### src/rtl/cache_fill_fsm_if.sv
// Handshake bundle between the cache fill engine, the cache arrays and the
// shared main-memory read port.
interface cache_fill_fsm_if #(
  parameter int DWIDTH      = 16,
  parameter int AWIDTH      = 16,
  parameter int BLOCK_WORDS = 8
);
  localparam int IW = $clog2(BLOCK_WORDS);

  logic              miss_detected;
  logic [AWIDTH-1:0] miss_addr;
  logic [DWIDTH-1:0] mem_data_in;
  logic              mem_data_valid;
  logic              fsm_busy;
  logic              mem_en;
  logic [AWIDTH-1:0] mem_addr;
  logic              write_data_array;
  logic [IW-1:0]     fill_word_idx;
  logic [DWIDTH-1:0] fill_data;
  logic              write_tag_array;
  logic              fill_done;

  // Fill engine side.
  modport master (
    input  miss_detected, miss_addr, mem_data_in, mem_data_valid,
    output fsm_busy, mem_en, mem_addr, write_data_array, fill_word_idx,
           fill_data, write_tag_array, fill_done
  );

  // Cache/memory side.
  modport slave (
    output miss_detected, miss_addr, mem_data_in, mem_data_valid,
    input  fsm_busy, mem_en, mem_addr, write_data_array, fill_word_idx,
           fill_data, write_tag_array, fill_done
  );
endinterface

### src/rtl/cache_fill_fsm.sv
// Cache miss fill engine: issues one word request per cycle for a whole block,
// streams in-order returns into the data array and pulses the tag write on the last.
module cache_fill_fsm #(
  parameter int DWIDTH      = 16,
  parameter int AWIDTH      = 16,
  parameter int BLOCK_WORDS = 8,
  localparam int IW         = $clog2(BLOCK_WORDS)
) (
  input  logic             clk,
  input  logic             rst,
  cache_fill_fsm_if.master bus
);

  typedef enum logic {
    IDLE = 1'b0,
    FILL = 1'b1
  } state_t;

  // Counters are one bit wider than the word index so they can reach BLOCK_WORDS.
  localparam logic [IW:0]       BLOCK_CNT   = (IW+1)'(BLOCK_WORDS);
  localparam logic [IW:0]       LAST_CNT    = (IW+1)'(BLOCK_WORDS - 1);
  localparam logic [IW:0]       CNT_ONE     = (IW+1)'(1);
  localparam logic [AWIDTH-1:0] OFFSET_MASK = AWIDTH'((1 << (IW + 1)) - 1);

  state_t            state_q, state_d;
  logic [IW:0]       iss_q, iss_d;
  logic [IW:0]       rcv_q, rcv_d;
  logic [AWIDTH-1:0] base_q, base_d;
  logic              fill_done_q;

  logic issue;
  logic accept;
  logic last_beat;

  // NOTE: sequential state uses non-blocking assignments so every register
  // samples the pre-edge values of its neighbours.
  always_ff @(posedge clk or posedge rst) begin
    if (rst) begin
      state_q     <= IDLE;
      iss_q       <= '0;
      rcv_q       <= '0;
      base_q      <= '0;
      fill_done_q <= 1'b0;
    end else begin
      state_q     <= state_d;
      iss_q       <= iss_d;
      rcv_q       <= rcv_d;
      base_q      <= base_d;
      fill_done_q <= last_beat;
    end
  end

  // Issue and receive qualifiers; a return with nothing outstanding is dropped.
  always_comb begin
    issue     = (state_q == FILL) && (iss_q < BLOCK_CNT);
    accept    = (state_q == FILL) && bus.mem_data_valid && (rcv_q < iss_q);
    last_beat = accept && (rcv_q == LAST_CNT);
  end

  always_comb begin
    // NOTE: every variable gets a hold default first so no path infers a latch.
    state_d = state_q;
    iss_d   = iss_q;
    rcv_d   = rcv_q;
    base_d  = base_q;

    unique case (state_q)
      IDLE: begin
        if (bus.miss_detected) begin
          state_d = FILL;
          iss_d   = '0;
          rcv_d   = '0;
          base_d  = bus.miss_addr & ~OFFSET_MASK;
        end
      end
      FILL: begin
        if (issue)     iss_d   = iss_q + CNT_ONE;
        if (accept)    rcv_d   = rcv_q + CNT_ONE;
        if (last_beat) state_d = IDLE;
      end
    endcase
  end

  // Stall is combinational so the pipeline freezes in the miss cycle itself.
  always_comb begin
    bus.fsm_busy         = (state_q == FILL) || bus.miss_detected;
    bus.mem_en           = issue;
    bus.mem_addr         = issue ? (base_q + AWIDTH'({iss_q, 1'b0})) : '0;
    bus.write_data_array = accept;
    bus.fill_word_idx    = rcv_q[IW-1:0];
    bus.fill_data        = bus.mem_data_in;
    bus.write_tag_array  = last_beat;
    bus.fill_done        = fill_done_q;
  end

endmodule
### src/flat_wrapper.sv
// flat-port wrapper written by rule: the top's interface ports become plain ports
module cache_fill_fsm_flat 
#(
  parameter int DWIDTH      = 16,
  parameter int AWIDTH      = 16,
  parameter int BLOCK_WORDS = 8,
  localparam int IW         = $clog2(BLOCK_WORDS)
)
  (clk, rst, bus_miss_detected, bus_miss_addr, bus_mem_data_in, bus_mem_data_valid, bus_fsm_busy, bus_mem_en, bus_mem_addr, bus_write_data_array, bus_fill_word_idx, bus_fill_data, bus_write_tag_array, bus_fill_done);
  cache_fill_fsm_if #(.DWIDTH(DWIDTH), .AWIDTH(AWIDTH), .BLOCK_WORDS(BLOCK_WORDS)) bus_i ();
  input  logic clk;
  input  logic rst;
  input wire logic [$bits(bus_i.miss_detected)-1:0] bus_miss_detected;
  input wire logic [$bits(bus_i.miss_addr)-1:0] bus_miss_addr;
  input wire logic [$bits(bus_i.mem_data_in)-1:0] bus_mem_data_in;
  input wire logic [$bits(bus_i.mem_data_valid)-1:0] bus_mem_data_valid;
  output wire logic [$bits(bus_i.fsm_busy)-1:0] bus_fsm_busy;
  output wire logic [$bits(bus_i.mem_en)-1:0] bus_mem_en;
  output wire logic [$bits(bus_i.mem_addr)-1:0] bus_mem_addr;
  output wire logic [$bits(bus_i.write_data_array)-1:0] bus_write_data_array;
  output wire logic [$bits(bus_i.fill_word_idx)-1:0] bus_fill_word_idx;
  output wire logic [$bits(bus_i.fill_data)-1:0] bus_fill_data;
  output wire logic [$bits(bus_i.write_tag_array)-1:0] bus_write_tag_array;
  output wire logic [$bits(bus_i.fill_done)-1:0] bus_fill_done;
  assign bus_i.miss_detected = bus_miss_detected;
  assign bus_i.miss_addr = bus_miss_addr;
  assign bus_i.mem_data_in = bus_mem_data_in;
  assign bus_i.mem_data_valid = bus_mem_data_valid;
  assign bus_fsm_busy = bus_i.fsm_busy;
  assign bus_mem_en = bus_i.mem_en;
  assign bus_mem_addr = bus_i.mem_addr;
  assign bus_write_data_array = bus_i.write_data_array;
  assign bus_fill_word_idx = bus_i.fill_word_idx;
  assign bus_fill_data = bus_i.fill_data;
  assign bus_write_tag_array = bus_i.write_tag_array;
  assign bus_fill_done = bus_i.fill_done;
  cache_fill_fsm #(.DWIDTH(DWIDTH), .AWIDTH(AWIDTH), .BLOCK_WORDS(BLOCK_WORDS)) u_core (.clk(clk), .rst(rst), .bus(bus_i));
endmodule
### config.mk
export PLATFORM = sky130hd
export DESIGN_NAME = cache_fill_fsm_flat
export DESIGN_NICKNAME = d
export VERILOG_FILES = /design/src/rtl/cache_fill_fsm_if.sv /design/src/rtl/cache_fill_fsm.sv /design/src/flat_wrapper.sv
export SDC_FILE = /design/constraint.sdc
export NUM_CORES = 1
export LEC_CHECK = 0
export BUFFER_PORTS_ARGS = -buffer_cell sky130_fd_sc_hd__buf_2
export CORE_AREA = 2 2 60 62
export DETAILED_ROUTE_END_ITERATION = 7
export DIE_AREA = 0 0 62 64
export PLACE_DENSITY = 0.83
export SYNTH_ARGS = -nofsm -noshare
export SYNTH_HDL_FRONTEND = slang
export SYNTH_SLANG_ARGS = --single-unit
### constraint.sdc
create_clock -name clk -period 2.35 [get_ports clk]
set_input_delay 0.5875 -clock clk [delete_from_list [all_inputs] [get_ports clk]]
set_output_delay 0.5875 -clock clk [all_outputs]
set_load 0.01 [all_outputs]
After elaboration in Yosys (flattened, before gate mapping)
Cells that the tools add are included.
{"block": "word_totals", "output_inout_bits": 40, "mem_count": 0, "wordCells": 32, "ff_bits": 22, "romBits": 0, "latchBits": 0, "mem_bits_rw": 0}
{"block": "op_classes", "add_sub_neg": 3, "mul": 0, "div": 0, "n_mux": 9, "shifts": 0, "n_eq_ne": 4, "reduce_logical": 8, "order_cmp": 2, "n_bitwise": 1}
{"cell": "16-bit by 5-bit adder with 16-bit output", "n": 1}
{"cell": "16-bit two-way mux", "n": 1}
{"cell": "4-bit case mux with 2 select lines", "n": 2}
{"cell": "4-bit two-way mux", "n": 3}
{"cell": "4-bit by 1-bit adder with 4-bit output (second input constant)", "n": 2}
{"cell": "2-bit inequality test (second input constant)", "n": 3}
{"cell": "2-bit AND reduction", "n": 3}
{"cell": "4-bit by 3-bit equality test with 1-bit output (second input constant)", "n": 1}
{"cell": "1-bit logical AND", "n": 4}
{"cell": "4-bit less-than comparator", "n": 1}
{"cell": "4-bit less-than comparator (second input constant)", "n": 1}
{"cell": "1-bit two-way mux", "n": 2}
{"cell": "1-bit case mux with 2 select lines", "n": 1}
{"cell": "1-bit logical OR", "n": 1}
{"cell": "1-bit NOT", "n": 1}

Depth between registers and ports, before layout
{"block": "logic_depth", "word_depth": 5, "mapped_depth": 7}

Worst setup path before layout
No wires, ideal clock.
{"block": "synth_timing", "path_kind": "flip-flop to output port", "startpoint": "register u_core.rcv_q[1]", "endpoint": "output port bus_write_tag_array", "stages_incl_launch_ff": 7, "arrival_ns": 1.617, "path_slack_ns": 0.145, "n_path_buf": 1, "required_ns": 1.762, "path_cell_list": "dfrtp_1 ha_1 o211ai_1 nor2_1 or2_1 buf_2 nor3_1"}
{"block": "synth_between", "elab_chain_cells": 3, "word_cells_on_any_way": 4, "classes_between": "1 x order compare; 1 x eq/ne; 2 x reduce/logical"}
{"element": "from (decl)", "line": "cache_fill_fsm.sv:27", "rtl": "logic [IW:0] rcv_q, rcv_d;"}
{"element": "from (signal assigned)", "line": "cache_fill_fsm.sv:47", "rtl": "rcv_q <= rcv_d;"}
{"element": "4-bit less-than comparator", "line": "cache_fill_fsm.sv:56", "rtl": "accept = (state_q == FILL) && bus.mem_data_valid && (rcv_q < iss_q);"}
{"element": "1-bit logical AND", "line": "cache_fill_fsm.sv:56"}
{"element": "1-bit logical AND (*)", "line": "cache_fill_fsm.sv:57", "rtl": "last_beat = accept && (rcv_q == LAST_CNT);"}
{"element": "to (decl)", "line": "flat_wrapper.sv:23", "rtl": "output wire logic [$bits(bus_i.write_tag_array)-1:0] bus_write_tag_array;"}
Every way passes the cells marked *; elsewhere a longest branch is shown, timed or not.

Worst setup path in the final report
{"block": "layout_timing", "startpoint": "register u_core.iss_q[1]", "endpoint": "output port bus_write_tag_array"}
{"block": "layout_between", "elab_chain_cells": 3}
{"element": "from (decl)", "line": "cache_fill_fsm.sv:26", "rtl": "logic [IW:0] iss_q, iss_d;"}
{"element": "from (signal assigned)", "line": "cache_fill_fsm.sv:46", "rtl": "iss_q <= iss_d;"}
{"element": "4-bit less-than comparator", "line": "cache_fill_fsm.sv:56"}
{"element": "1-bit logical AND", "line": "cache_fill_fsm.sv:56"}
{"element": "1-bit logical AND", "line": "cache_fill_fsm.sv:57"}
No other way between the ends.

==> flow_summary.yaml <==
outcome:
  run_status: "finished with violations"
  failing_checks: "setup timing"
layout:
  final_util_pct: 52.0
  fillerInstances: 316
  syn_to_final_growth_pct: 19.6
  post_route_cells_drive_above_1_share_pct: 35.6
  diodes: 0
  finish.cell_count_without_fillers: 248
  final_net_count: 246
  multi_input_area_um2: 732
  layout.area.seq_um2: 551
cts:
  cts_buffers: 3
  clockBufferDepth: 2
  cts_num_sinks: 22
  cts.htree.levels: 1
  clk_latency_ns: 0.31
  tritoncts: "done"
  cts.clk_slew.worst_paths_ns: 0.13
  clock_tree.root_cell: "sky130_fd_sc_hd__clkbuf_4"
placed_design:
  placement.io_buffers: 38
  finalWeightedCongestion: 0.774
  dp_worst_setup_slack_ns: 0.147
  post-dp-hpwl_um: 2110
  place_inst: 236
sta:
  layout_min_cycle_time_ns: 2.43
  finClkSkew_ns: 0.00463
  fmaxAchievable_mhz: 411
  drv_slew: 0
  setup_repair_after_global_routing_missed_its_margin: "true"
  finalHoldViolCount: 0
  setup-violations-final: 4
  finalCritPeriodShare_pct: 104
  fin_ws_ns: -0.0850
routing:
  via_count: 1173
  drt_drc_violations_left: 0
  detailedRoute.firstIterationViolations: 30
  drt_wl_total_um: 3070
  detail_route.vias_per_cell: 4.73
  wl_per_cell_um: 12.4
  drtPass1Iterations: 4
  final_antenna_net_count: 0
pwr:
  fin_total_pwr_uw: 2120
  ir_drop_mv: 0.496
  power_density_nw_per_um2: 1240
  leakagePower_uw: 0.000870
setup_path:
  critical_path_class: "register to primary output"
  critical_path_sink_type: "primary output"
  cp_slowest_stage_delay_ns: 0.41
  critical_path.cell_chain: "inv_2 > ha_4 > o211ai_1 > nor2_1 > or2_1 > nor3_2 > buf_2"
  setup.worst_path.start_class: "register"
  cp_data_required_time_ns: 1.76
  critical_path_arrival_ns: 1.85
  cp_max_fo: 2
  cp_slowest_cell: "sky130_fd_sc_hd__dfrtp_1"
synthesis:
  ys_seq_area_share_pct: 38.5
  synth-edff-count: 0
  netlist_instances: 171
  synthesis.area_per_instance_um2: 8.36
  synth-xor-area-share_pct: 6.74
  synth_top_area_share_pct: 38.5
  most_instantiated_cells_after_synthesis: "sky130_fd_sc_hd__nand2_1 (46), sky130_fd_sc_hd__dfrtp_1 (22), sky130_fd_sc_hd__buf_4 (20)"
  synthAdderAreaFrac_pct: 6.13
  synth-warning-count: 0
  synth.ff_latch_count: 22
  complex_gate_fraction_of_the_synthesized_area_pct: 5.17
  synth.distinct_cells: 36
  dominant_combinational_cell_family_by_area_after_synthesis: "simple AND/OR/NAND/NOR gates"
  synth.area.top_cells: "sky130_fd_sc_hd__dfrtp_1 (39%), sky130_fd_sc_hd__nand2_1 (12%), sky130_fd_sc_hd__buf_4 (11%)"
  dominantRegCellSynth: "sky130_fd_sc_hd__dfrtp_1"
  post_synth_instance_area_um2: 1430
  synth_async_sr_flop_share_pct: 100
  mapped_nets: 214
  post-synth-top-count-cell: "sky130_fd_sc_hd__nand2_1"
  synthSimpleGateAreaFrac_pct: 27.4
  netlist.top_cell.by_area: "sky130_fd_sc_hd__dfrtp_1"
  post_synth_mux_area_share_pct: 1.40
grt:
  globalRoute.totalOverflow: 0
  globalRouteTotalUtil_pct: 16.6
  antenna_found_initial: 0
  wire_length_of_the_first_global_routing_pass_um: 4890
  grt_start_max_net_pins: 23
  grt_pass1_vias: 1118
flow_run:
  cap_viol_max_count: 0
die:
  floorplan.die.width_um: 62
  initial_core_util_pct: 43.5
  die_area_um2: 3970
  die_span_y_um: 64
  rows: 21
  core_area_um2: 3280
  io_pins: 76
worst_hold_path:
  min_path_type: "input pin to asynchronous set/reset pin"
-- cell type report --
class	instances	share of cell area (%)
sequential	22	32.2
multi-input combinational	115	42.8
timing repair buffer	53	17.7
inverter	8	1.76
tap	46	3.37
clock buffer	4	2.12
-- flip-flops by register name (all words and copies together) (netlist names) --
name and count:
u_core.bus.fill_done 1, u_core.base_q 12, u_core.rcv_q 4, u_core.state_q 1, u_core.iss_q 4
-- cell families after synthesis --
kind of cell / Yosys count
adders and majority gates: 7
AOI/OAI and AO/OA: 11
DFF: 22
muxes: 2
and+or+nand+nor: 83
buffers and inverters: 34
other: 1
xor gates and xnor gates: 11
-- path summary, 6_finish.rpt --
path                                  start                  end  slack, ns  cells past startpoint
min                                     rst       u_core.state_q       0.28                      3
min reg2reg                u_core.base_q[4]     u_core.base_q[4]       0.52                      2
max                         u_core.iss_q[1]  bus_write_tag_array      -0.08                      7
min in group clk           bus_miss_addr[9]     u_core.base_q[9]       0.46                      3
max reg2reg                 u_core.iss_q[1]       u_core.state_q       0.62                      7
max in group asynchronous               rst     u_core.base_q[5]       1.84                      3
-- metrics by stage --
| step | TNS (ns) | cell area [um2] | hold slack, ns |
|---|---|---|---|
| 6_report | -0.226 | 1710 | 0.284 |
| 5_1_grt | -0.686 | 1710 | 0.288 |
| 4_1_cts | -0.173 | 1700 | 0.292 |
| 3_5_place_dp | 0 | 1550 | 0.492 |
| 3_3_place_gp | 0 | 1550 | 0.467 |
| 2_1_floorplan | 0 | 1430 | 0.452 |
-- worst max-delay path, delay by kind of cell, from the launching register on --
kind            cells  cell delay [ns]
simple gates        3             0.53
fa+ha+maj           1             0.19
buf+inv             2             0.24
compound gates      1             0.17
flops               1             0.41
-- metal layers --
metal  wire (um)  GRT usage (%)  vias to the layer above
li1            -              -                      596
met1        1320           20.4                      548
met5           0              0                        -
met4          15           6.12                        0
met3         179           3.64                        2
met2        1560           27.6                       27
-- placed cells by master (no fill, tap or decap), types with 4 or more instances in the layout --
master,netlist,layout
sky130_fd_sc_hd__xnor2_1,6,6
sky130_fd_sc_hd__xor2_1,5,5
sky130_fd_sc_hd__nand2_1,46,46
sky130_fd_sc_hd__nor2_1,13,13
sky130_fd_sc_hd__dfrtp_1,22,22
sky130_fd_sc_hd__buf_4,20,15
sky130_fd_sc_hd__inv_1,7,4
sky130_fd_sc_hd__buf_2,2,38
-- timing repair --
item	in CTS	in global routing
cloned	0	0
hold endpoints to repair	0	0
pin swaps	6	1
gates resized for setup	13	0
hold buffers	0	0
buffers inserted	7	1
endpoints found under the setup margin	5	5
-- report_power, final --
part	leakage, uW	internal [uW]	switching, uW	total, uW
Combinational	0.000580	565	588	1150
Clock	0.0000210	94.6	118	213
Sequential	0.000269	559	195	754
Total	0.000870	1220	901	2120
(Power assumes the default switching activity.)
